**src/rtl/bd_mode_scheduler.sv**
```systemverilog
// Backlight block scheduler: selects a dimming mode per frame, lets the
// selector settle, snapshots all block values and streams them out bytewise.
module bd_mode_scheduler #(
    parameter int NUM_BLOCKS = 24,
    parameter int SETTLE_CYC = 2
) (
    input  logic                    iClk,
    input  logic                    iRst,
    input  logic                    iVSync,
    input  logic [1:0]              iModeReq,
    output logic [1:0]              oModeSel,
    input  logic [8*NUM_BLOCKS-1:0] iBlockData,
    output logic [7:0]              oByteData,
    output logic                    oByteValid,
    input  logic                    iByteReady,
    output logic                    oBusy,
    output logic                    oFrameDone,
    output logic                    oOverrun
);

    localparam int IDX_W = (NUM_BLOCKS > 1) ? $clog2(NUM_BLOCKS) : 1;
    localparam int CNT_W = (SETTLE_CYC > 1) ? $clog2(SETTLE_CYC) : 1;

    localparam logic [IDX_W-1:0] LAST_IDX = IDX_W'(NUM_BLOCKS - 1);
    localparam logic [CNT_W-1:0] CNT_INIT = CNT_W'(SETTLE_CYC - 1);

    localparam logic [2:0] S_IDLE    = 3'd0;
    localparam logic [2:0] S_SETTLE  = 3'd1;
    localparam logic [2:0] S_CAPTURE = 3'd2;
    localparam logic [2:0] S_SEND    = 3'd3;
    localparam logic [2:0] S_DONE    = 3'd4;

    logic [2:0]              r_state;
    logic [1:0]              r_mode;
    logic [CNT_W-1:0]        r_cnt;
    logic [IDX_W-1:0]        r_idx;
    logic [8*NUM_BLOCKS-1:0] r_shadow;
    logic                    r_overrun;
    logic [7:0]              w_byte;

    assign w_byte = r_shadow[{r_idx, 3'b000} +: 8];

    always_ff @(posedge iClk) begin
        if (iRst) begin
            r_state   <= S_IDLE;
            r_mode    <= 2'b00;
            r_cnt     <= '0;
            r_idx     <= '0;
            r_shadow  <= '0;
            r_overrun <= 1'b0;
        end else begin
            // A frame start seen outside IDLE (DONE included) is only flagged.
            if (iVSync && (r_state != S_IDLE)) begin
                r_overrun <= 1'b1;
            end
            case (r_state)
                S_IDLE: begin
                    if (iVSync) begin
                        r_mode  <= iModeReq;
                        r_cnt   <= CNT_INIT;
                        r_state <= S_SETTLE;
                    end
                end
                S_SETTLE: begin
                    if (r_cnt == '0) begin
                        r_state <= S_CAPTURE;
                    end else begin
                        r_cnt <= r_cnt - 1'b1;
                    end
                end
                S_CAPTURE: begin
                    r_shadow <= iBlockData;
                    r_idx    <= '0;
                    r_state  <= S_SEND;
                end
                S_SEND: begin
                    if (iByteReady) begin
                        if (r_idx == LAST_IDX) begin
                            r_state <= S_DONE;
                        end else begin
                            r_idx <= r_idx + 1'b1;
                        end
                    end
                end
                S_DONE: begin
                    r_state <= S_IDLE;
                end
                default: begin
                    r_state <= S_IDLE;
                end
            endcase
        end
    end

    assign oModeSel   = r_mode;
    assign oByteData  = w_byte;
    assign oByteValid = (r_state == S_SEND);
    assign oFrameDone = (r_state == S_DONE);
    assign oBusy      = (r_state != S_IDLE);
    assign oOverrun   = r_overrun;

endmodule
```
**config.mk**
```make
export PLATFORM = sky130hd
export DESIGN_NAME = bd_mode_scheduler
export DESIGN_NICKNAME = d
export VERILOG_FILES = /design/src/rtl/bd_mode_scheduler.sv
export SDC_FILE = /design/constraint.sdc
export NUM_CORES = 1
export LEC_CHECK = 0
export ABC_AREA = 0
export BUFFER_PORTS_ARGS = -buffer_cell sky130_fd_sc_hd__buf_2
export CORE_ASPECT_RATIO = 1.75
export CORE_UTILIZATION = 45
export CTS_CLUSTER_DIAMETER = 60
export DETAILED_ROUTE_END_ITERATION = 6
export GPL_ROUTABILITY_DRIVEN = 1
export PLACE_DENSITY = 0.75
export SYNTH_ARGS = -nofsm -noshare
export SYNTH_HDL_FRONTEND = slang
export SYNTH_SLANG_ARGS = --single-unit
```
**constraint.sdc**
```tcl
create_clock -name iClk -period 1.9 [get_ports iClk]
set_input_delay 0 -clock iClk [delete_from_list [all_inputs] [get_ports iClk]]
set_output_delay 0 -clock iClk [all_outputs]
set_load 0.01 [all_outputs]
```
=== Yosys cells after proc, flatten, opt, wreduce, memory -nomap -nowiden ===
Index checks and enable logic that the tools add are counted.

* $add $sub $neg: 2
* $mul: 0
* Divide/modulo/power cells: 0
* $lt $le $gt $ge: 0
* Eq/ne operators: 10
* Shift-type cells: 1
* Muxes and demuxes: 11
* Bitwise logic cells: 0
* Reductions and logical operators: 9

{| class="wikitable"
|+ Operator list
! cell !! count
|-
| $shiftx A192 B9 Y8 || 1
|-
| $mux W3 || 4
|-
| $pmux W3 S4 || 1
|-
| $mux W5 || 2
|-
| $pmux W5 S2 || 1
|-
| $eq A3 B2 Y1 const B || 2
|-
| $ne A2 B2 Y1 const B || 3
|-
| $add A5 B1 Y5 const B || 1
|-
| $eq A5 B5 Y1 const B || 1
|-
| $ne A2 B1 Y1 const B || 2
|-
| $reduce_and A2 Y1 || 2
|-
| $reduce_and A4 Y1 || 1
|-
| $reduce_bool A2 Y1 || 2
|-
| $eq A3 B1 Y1 const B || 1
|-
| $eq A3 B3 Y1 const B || 1
|-
| $logic_not A3 Y1 || 1
|-
| $reduce_and A3 Y1 || 1
|-
| $reduce_bool A3 Y1 || 1
|-
| $mux W1 || 2
|-
| $pmux W1 S2 || 1
|-
| $logic_and A1 B1 Y1 || 1
|-
| $sub A1 B1 Y1 const B || 1
|}

* Flip-flop bits (word level): 204
* Bits in latches: 0
* Memory bits (writable): 0
* ROM bits: 0
* Memories: 0

=== Logic depth before layout (Yosys ltp) ===
Gate-level depths: netlist of run 1.

* Word-level depth: 4
* Gate-level depth with buffers: 7
* Gate-level depth less buffers: 5

=== Worst setup path after synthesis of run 1 ===
OpenSTA, ideal clock, no wires.

* Kind: reg2out
* Start: register r_idx[0]
* End: output oByteData[2]
* Arrival: 1.534 ns
* Data required time: 1.900 ns
* Path slack: 0.366 ns
* Cell stages (with the launch flop): 6
* Cell sequence: dfxtp_1 > buf_6 > buf_12 > mux4_1 > o211ai_1 > nand3_1

* Cells in the longest elaborated chain, start to end: 1

{| class="wikitable"
|+ RTL lines
! what !! RTL line !! text
|-
| start: declaration || 36 || <nowiki>logic [IDX_W-1:0] r_idx;</nowiki>
|-
| start signal: assignment || 81 || <nowiki>r_idx <= r_idx + 1'b1;</nowiki>
|-
| $shiftx A192 B9 Y8 || 41 || <nowiki>assign w_byte = r_shadow[{r_idx, 3'b000} +: 8];</nowiki>
|-
| end: declaration || 13 || <nowiki>output logic [7:0] oByteData,</nowiki>
|}

Every way passes these cells.

=== Final worst setup path of run 1 ===
* Start: register r_idx[0]
* End: output oByteData[3]

The elaborated chain is that of the path after synthesis.

==> results of run 1 <==
## layout by cell type (no fill, tap or decap), types with 5 or more instances in the layout
cell and count:
nand2_1 394, buf_2 208, a21oi_1 202, dfxtp_1 202
dlygate4sd3_1 200, mux2i_1 58, buf_4 29, clkbuf_16 24
a22oi_1 18, nand3_1 14, mux4_2 11, buf_12 11
nor2_1 9, o211ai_1 8, mux2i_2 7, nand3_2 7
nor3_1 6, a22oi_2 6, clkbuf_8 6, buf_6 6
nand2b_4 5, mux4_1 5
## final timing paths
path | from | to | depth (start not counted)
worst min-delay path | iBlockData[161] | r_shadow[161] | 4
worst max-delay path | r_idx[0] | oByteData[3] | 7
worst max register to register | r_idx[0] | r_idx[4] | 9
worst min register to register | r_shadow[9] | r_shadow[9] | 2
## stage by stage
| step | cells | setup TNS, ns |
|---|---|---|
| after global placement | 1486 | 0 |
| after floorplan | 1086 | 0 |
| after global routing | 1738 | -2.361 |
| final | 1738 | -1.913 |
| after CTS | 1726 | -1.804 |
| after detailed placement | 1486 | 0 |
## where the power goes
part	internal [W]	leakage [nW]	switching (W)
registers	0.00490	1.66	0.000392
clock network	0.00253	0.343	0.00166
logic	0.00147	3.05	0.00186
## cell families (layout without fill, tap and decap cells)
group / count (synthesis) / in the layout / synth area share (%)
buffers and inverters: 88 / 496 / 4.849
adder cells (fa/ha/maj): 1 / 1 / 0.1422
flip-flops: 204 / 204 / 46.42
XOR/XNOR: 1 / 1 / 0.09956
multiplexers: 82 / 82 / 12.12
AO/OA/AOI/OAI: 251 / 251 / 15.57
other: 0 / 3 / 0
AND/OR/NAND/NOR: 459 / 459 / 20.81
## area by class of cell
class / count / area, sq um / area share, %
antenna: 3 / 7.507 / 0.05667
inverter: 1 / 3.754 / 0.02834
clock buffer: 31 / 623.1 / 4.704
clock inverter: 4 / 73.82 / 0.5573
timing repair buffer: 460 / 3681 / 27.79
sequential: 204 / 4089 / 30.87
tap: 241 / 301.5 / 2.276
multi-input combinational: 794 / 4467 / 33.72
## routing by layer
layer  global-route usage, %  up-vias  share of wire [%]
li1                        -     4470                  -
met1                   32.95     4472                 35
met2                   55.15      428                 53
met3                   3.589      137                5.5
met4                   16.49        0                6.2
met5                       0        -                  0
## flip-flops by register name, summed over array words and instances, names as in the netlist
signal and flops:
r_shadow 192, r_idx 5, r_state 3, oModeSel 2, oOverrun 1, r_cnt 1
## worst max-delay path: stages, from the launching register on
cell      delay, ns
dfxtp_4        0.38
buf_4          0.14
buf_12         0.12
mux4_2         0.51
nand2b_4       0.16
nand3_2        0.10
nand3_2        0.09
buf_2          0.16
## timing repair
item                                   in CTS  in global routing
cloned                                      0                  3
buffers inserted                            5                  6
endpoints found under the hold margin     202                  0
resized for setup                          17                 53
hold buffers                              200                  0
pin swaps                                   1                  8
setup endpoints to repair                   8                 13
==> Flow_metrics.wiki, run 1 <==
{| class="wikitable"
! Metric !! Value
|-
| Initial core utilization || 46.03%
|-
| Clock Sinks || 204
|-
| Post-synth net total || 1,285
|-
| Sum of internal, switching and leakage power || 0.01281 W
|-
| Post-synth ARST share || 0%
|-
| Fill cells || 1,379
|-
| Minimum period implied by the final worst setup slack || 2.158 ns
|-
| Warnings, synthesis || 0
|-
| Register-to-Register Setup Slack || 0.04 ns
|-
| Smallest hold slack || 0.2891 ns
|-
| Violated checks || negative setup slack
|-
| Pleak || 5.058 nW
|-
| Maximum clock skew at final layout || 0.008929 ns
|-
| Maximum number of pins on one net before global-route repair || 78
|-
| Core occupancy in the finished layout || 69.30%
|-
| Port Buf Inserts || 211
|-
| Clock buffer depth || 3
|-
| Capturing element type of the critical path || primary output
|-
| Flip-flop and latch count after synthesis || 204
|-
| DP Worst Slack || 0.04775 ns
|-
| Cell Pwr Density || 967.2 nW/um^2
|-
| Insertion delay of the later-clocked pin in the worst-skew pair || 0.50 ns
|-
| Setup repair after global routing missed its margin || true
|-
| Final Slew Violations || 0
|-
| Hold Crit Class || input port to register
|-
| # setup viols final || 8
|-
| Worst-path clk slew || 0.07 ns
|-
| Placer's final routability congestion estimate || 0.8616
|-
| Root Buffer || clkbuf_16
|-
| Floorplan die area || 20,140 sq um
|-
| Count of cell types in the netlist || 41
|-
| Crit path max fanout || 5
|-
| DP HPWL || 18.47 mm
|-
| Number of global-route vias before repair || 9,355
|-
| Number of DRC violations after detailed routing || 0
|-
| Cell with the most instances after synthesis || nand2_1
|-
| Global-route total usage across every layer || 30.15%
|-
| Synth top area share || 46.42%
|-
| Site row count || 67
|-
| Number of flops mapped to enable cells by yosys || 0
|-
| Fin. Hold Viols || 0
|-
| DP Area || 10,130 sq um
|-
| Post-synthesis to final-layout area growth || 50.56%
|-
| Actual slew at the worst max-slew pin || 0.6269 ns
|-
| Arrival time worst endpoint || 2.16 ns
|-
| Predominant post-synthesis flop cell || dfxtp_1
|-
| Post-Layout Inst Area || 13,250 sq um
|-
| Peak supply drop || 0.0008639 V
|-
| Average vias per placed instance || 5.470
|-
| Category of the critical setup timing path || register to primary output
|-
| Main area contributors after synthesis || dfxtp_1 (46%), nand2_1 (17%), a21oi_1 (12%)
|-
| Synthesized area divided by synthesized cell count || 8.102 sq um
|-
| Post-route clock period utilization || 113.6%
|-
| Placeable core area || 19,110 sq um
|-
| Type of origin of the critical path || register
|-
| Cell taking the most area after synthesis || dfxtp_1
|-
| Required time of the critical path || 1.90 ns
|-
| Routed length per instance || 17.93 um
|-
| # IOs || 212
|-
| Number of buffers inserted during clock tree synthesis || 20
|-
| Clock tree from TritonCTS || built
|-
| Detailed-router iteration count before antenna repair || 7
|-
| Total vias in the final route || 9,507
|-
| Number of antenna violations at the first check in global routing || 3
|-
| Fraction of final layout cells with drive strength greater than 1 || 23.03%
|-
| Final wirelength || 31.17 mm
|-
| Global-route wire length before repair || 47.20 mm
|-
| Chip Width || 107.7 um
|-
| Number of H-tree levels || 1
|-
| Max-Slew Margin vs Limit || 58.12%
|-
| Area of the mapped netlist || 8798 sq um
|-
| Max Clk Rate || 463.4 MHz
|-
| Final Net Count || 1,680
|-
| Instance count of the mapped netlist || 1,086
|-
| PnR worst setup slack || -0.2578 ns
|-
| Post-DRT Antenna Nets || 0
|-
| Register area share after synthesis || 46.42%
|-
| Run status || finished with violations
|-
| Overflow left after global routing || 0
|-
| Maximum Capacitance Violations || 0
|-
| Floorplan die height || 187.0 um
|-
| Initial DRC Count || 653
|-
| Most instantiated cells after synthesis || nand2_1 (395), a21oi_1 (204), dfxtp_1 (204)
|}
No activity file was read; power rests on OpenSTA's default activity.
==> run 2: changes to the inputs <==
==> constraint.sdc (replaced) <==
create_clock -name iClk -period 2.6 [get_ports iClk]
set_input_delay 0 -clock iClk [delete_from_list [all_inputs] [get_ports iClk]]
set_output_delay 0 -clock iClk [all_outputs]
set_load 0.01 [all_outputs]
==> run 2 against run 1 <==
  * The run now ends clean
  * Highest routed layer unchanged
  * First-iteration DRC count rose by 0.92%
  * Final area decreased by 1.2%
  * Flip-flop and latch count did not move
  * Clock-buffer cell count shrank 4
  * Wire length rose by 1.4%
==> Flow_metrics.wiki, run 2 (synthesis results as in run 1) <==
{| class="wikitable"
! Metric !! Value
|-
| Run status || complete, no violations
|-
| Most frequent cell on the critical path || nand3_1
|-
| Master of the slowest instance on the critical path || dfxtp_4
|-
| Crit path max fanout || 29 (+24)
|-
| Sequential fraction of design power || 42.8% (+1.5 points)
|-
| Chip Width || 107.7 um (unchanged)
|-
| Register-to-Register Setup Slack || 0.25 ns (+0.21 ns)
|-
| Type of origin of the critical path || register
|-
| Post-CTS Repair Setup Buffers || 0 (-5)
|-
| Post-DRT Antenna Nets || 0 (unchanged)
|-
| Cell-internal power || 0.006250 W (-30%)
|-
| CP delay by family, top || buffers and inverters
|-
| Initial DRC Count || 659 (+0.92%)
|-
| Sw Ratio || 31.05% (+0.51 points)
|-
| Number of H-tree levels || 1 (unchanged)
|-
| Capturing element type of the critical path || primary output
|-
| Final wirelength || 31.61 mm (+1.4%)
|-
| Fill cells || 1,355 (-1.7%)
|-
| Routed length per instance || 18.03 um (+0.55%)
|-
| # setup viols final || 0 (-8)
|-
| Maximum number of pins on one net before global-route repair || 129 (+65%)
|-
| Commonest cells after routing, fill and taps aside || nand2_1 (394), dlygate4sd3_1 (253), buf_2 (210)
|-
| Root Buffer || clkbuf_16
|-
| Pleak || 5.149 nW (+1.8%)
|-
| Fin. Hold Viols || 0 (unchanged)
|-
| Largest register FFs || 192 (unchanged)
|-
| Peak supply drop || 0.0005476 V (-37%)
|-
| Worst-path clk slew || 0.07 ns (about the same)
|-
| Floorplan die area || 20,140 sq um (unchanged)
|-
| Number of global-route vias before repair || 9,854 (+5.3%)
|-
| Category of the critical setup timing path || register to primary output
|-
| Combined buffer and inverter count along the critical path || 2 (-1)
|-
| Actual slew at the worst max-slew pin || 0.7375 ns (+0.1106 ns)
|-
| Max Clk Rate || 402.3 MHz
|-
| Maximum Capacitance Violations || 0 (unchanged)
|-
| Register with the most flip-flops || r_shadow
|-
| Fraction of final layout cells with drive strength greater than 1 || 17.68% (-5.3 points)
|-
| Number of DRC violations after detailed routing || 0 (unchanged)
|-
| Cell breakdown of the critical path || buf_4 > mux2i_1 > a22oi_1 > nand3_1 > nand3_1 > buf_2
|-
| Smallest hold slack || 0.3033 ns (+0.01422 ns)
|-
| Core occupancy in the finished layout || 68.50% (-0.81 points)
|-
| Average vias per placed instance || 5.467 (about the same)
|-
| Slowest Stage Delay on Critical Path || 0.59 ns (+0.08 ns)
|-
| Initial core utilization || 46.03% (unchanged)
|-
| Final Net Count || 1,697 (+1.0%)
|-
| Detailed-router iteration count before antenna repair || 7 (unchanged)
|-
| Placer's final routability congestion estimate || 0.8329 (-3.3%)
|-
| Insertion delay of the later-clocked pin in the worst-skew pair || 0.49 ns (about the same)
|-
| Overflow left after global routing || 0 (unchanged)
|-
| Part of the total power dissipated in the clock network || 30.9% (-1.8 points)
|-
| Top Registers || r_shadow x192, r_idx x5, r_state x3
|-
| Placeable core area || 19,110 sq um (unchanged)
|-
| Hold Crit Class || input port to register
|-
| Sum of internal, switching and leakage power || 0.009064 W (-29%)
|-
| Post-route clock period utilization || 95.59%
|-
| Clock Sinks || 204 (unchanged)
|-
| Floorplan die height || 187.0 um (unchanged)
|-
| Required time of the critical path || 2.60 ns (+0.70 ns)
|-
| Site row count || 67 (unchanged)
|-
| Global-route wire length before repair || 48.80 mm (+3.4%)
|-
| Port Buf Inserts || 211 (unchanged)
|-
| Global-route total usage across every layer || 31.00% (+0.85 points)
|-
| Leading cell type in the layout, fill and taps excluded || nand2_1
|-
| Switch Pwr || 0.002815 W (-28%)
|-
| Setup repair after global routing missed its margin || false
|-
| Post-synthesis to final-layout area growth || 48.81%
|-
| Number of antenna violations at the first check in global routing || 2 (-1)
|-
| Total vias in the final route || 9,584 (+0.81%)
|-
| Arrival time worst endpoint || 2.49 ns (+0.33 ns)
|-
| Combinational power share || 26.3% (+0.3 points)
|-
| Clock buffer depth || 3 (unchanged)
|-
| Cell Pwr Density || 692.3 nW/um^2 (-28%)
|-
| DP HPWL || 17.59 mm (-4.8%)
|-
| Final Slew Violations || 0 (unchanged)
|-
| Minimum period implied by the final worst setup slack || 2.485 ns
|-
| Maximum clock skew at final layout || 0.006540 ns (-0.002389 ns)
|-
| Total negative slack for setup checks || 0 ns (+1.913 ns)
|-
| Max-Slew Margin vs Limit || 50.73% (-7.4 points)
|-
| # IOs || 212 (unchanged)
|-
| Clock tree from TritonCTS || built
|-
| Number of buffers inserted during clock tree synthesis || 19 (-5.0%)
|}
run 2: changes by cell type in the layout (fill, tap and decap cells not counted), moves of 6 or more:
cell	before	now
nand3_1	14	21
a22oi_1	18	24
buf_4	29	9
mux4_1	5	12
mux2i_1	58	66
nand3_2	7	0
a22oi_2	6	0
mux2i_2	7	0
mux4_2	11	4
nand2b_1	4	10
dlygate4sd3_1	200	253
buf_12	11	5
run 2: what timing repair did:
item	CTS	global route
endpoints found under the setup margin	0	5
hold buffers	253	0
endpoints found under the hold margin	201	0
resized for setup	0	3
run 2: power by group through the flow:
stage	Clock, W	Sequential (W)	Combinational (W)
finish	0.00280	0.00388	0.00238
global route	0.00297	0.00391	0.00259
CTS	0.00282	0.00385	0.00228
detailed placement	0	0.00392	0.00188
global placement	0	0.00390	0.00185
floorplan	0	0.00380	0.00139
run 2: metal layers:
layer	GRT usage, %	wire [um]	vias up	share of wire (%)
li1	-	-	4499	-
met1	32.60	11240	4455	36
met2	55.42	16380	480	52
met3	4.843	1817	150	5.7
met4	20.97	2170	0	6.9
met5	0	0	-	0
run 2: area by class of cell:
| cell class | count | area (sq um) | share of cell area, % |
|---|---|---|---|
| Clock buffer | 27 | 566.8 | 4.329 |
| Inverter | 1 | 3.754 | 0.02867 |
| Antenna cell | 2 | 5.005 | 0.03823 |
| Multi-Input combinational cell | 794 | 4307 | 32.89 |
| Clock inverter | 6 | 57.56 | 0.4396 |
| Tap cell | 241 | 301.5 | 2.303 |
| Sequential cell | 204 | 4089 | 31.23 |
| Timing Repair Buffer | 478 | 3762 | 28.74 |
run 2: final timing paths:
| kind | cells past startpoint | end | start |
|---|---|---|---|
| max | 6 | oByteData[0] | r_idx[0] |
| min | 4 | r_shadow[22] | iBlockData[22] |
| max reg2reg | 6 | r_shadow[97] | r_state[0] |
| min reg2reg | 2 | r_shadow[168] | r_shadow[168] |
run 2: worst register-to-register path: stages, from the launching register on:
cell           delay, ns
dfxtp_1             0.41
nor2_2              0.26
and2_4              0.39
buf_12              0.33
nand2_1             0.14
a21oi_1             0.18
dlygate4sd3_1       0.60
run 2: per-stage QoR:
stage	setup WS, ns	area (sq um)	cells
6_report	0.1146	13090	1753
5_1_grt	0.005064	13090	1753
3_5_place_dp	0.6183	9921	1465
2_1_floorplan	1.066	8798	1086
4_1_cts	0.1092	13080	1751
3_3_place_gp	0.6438	9921	1465
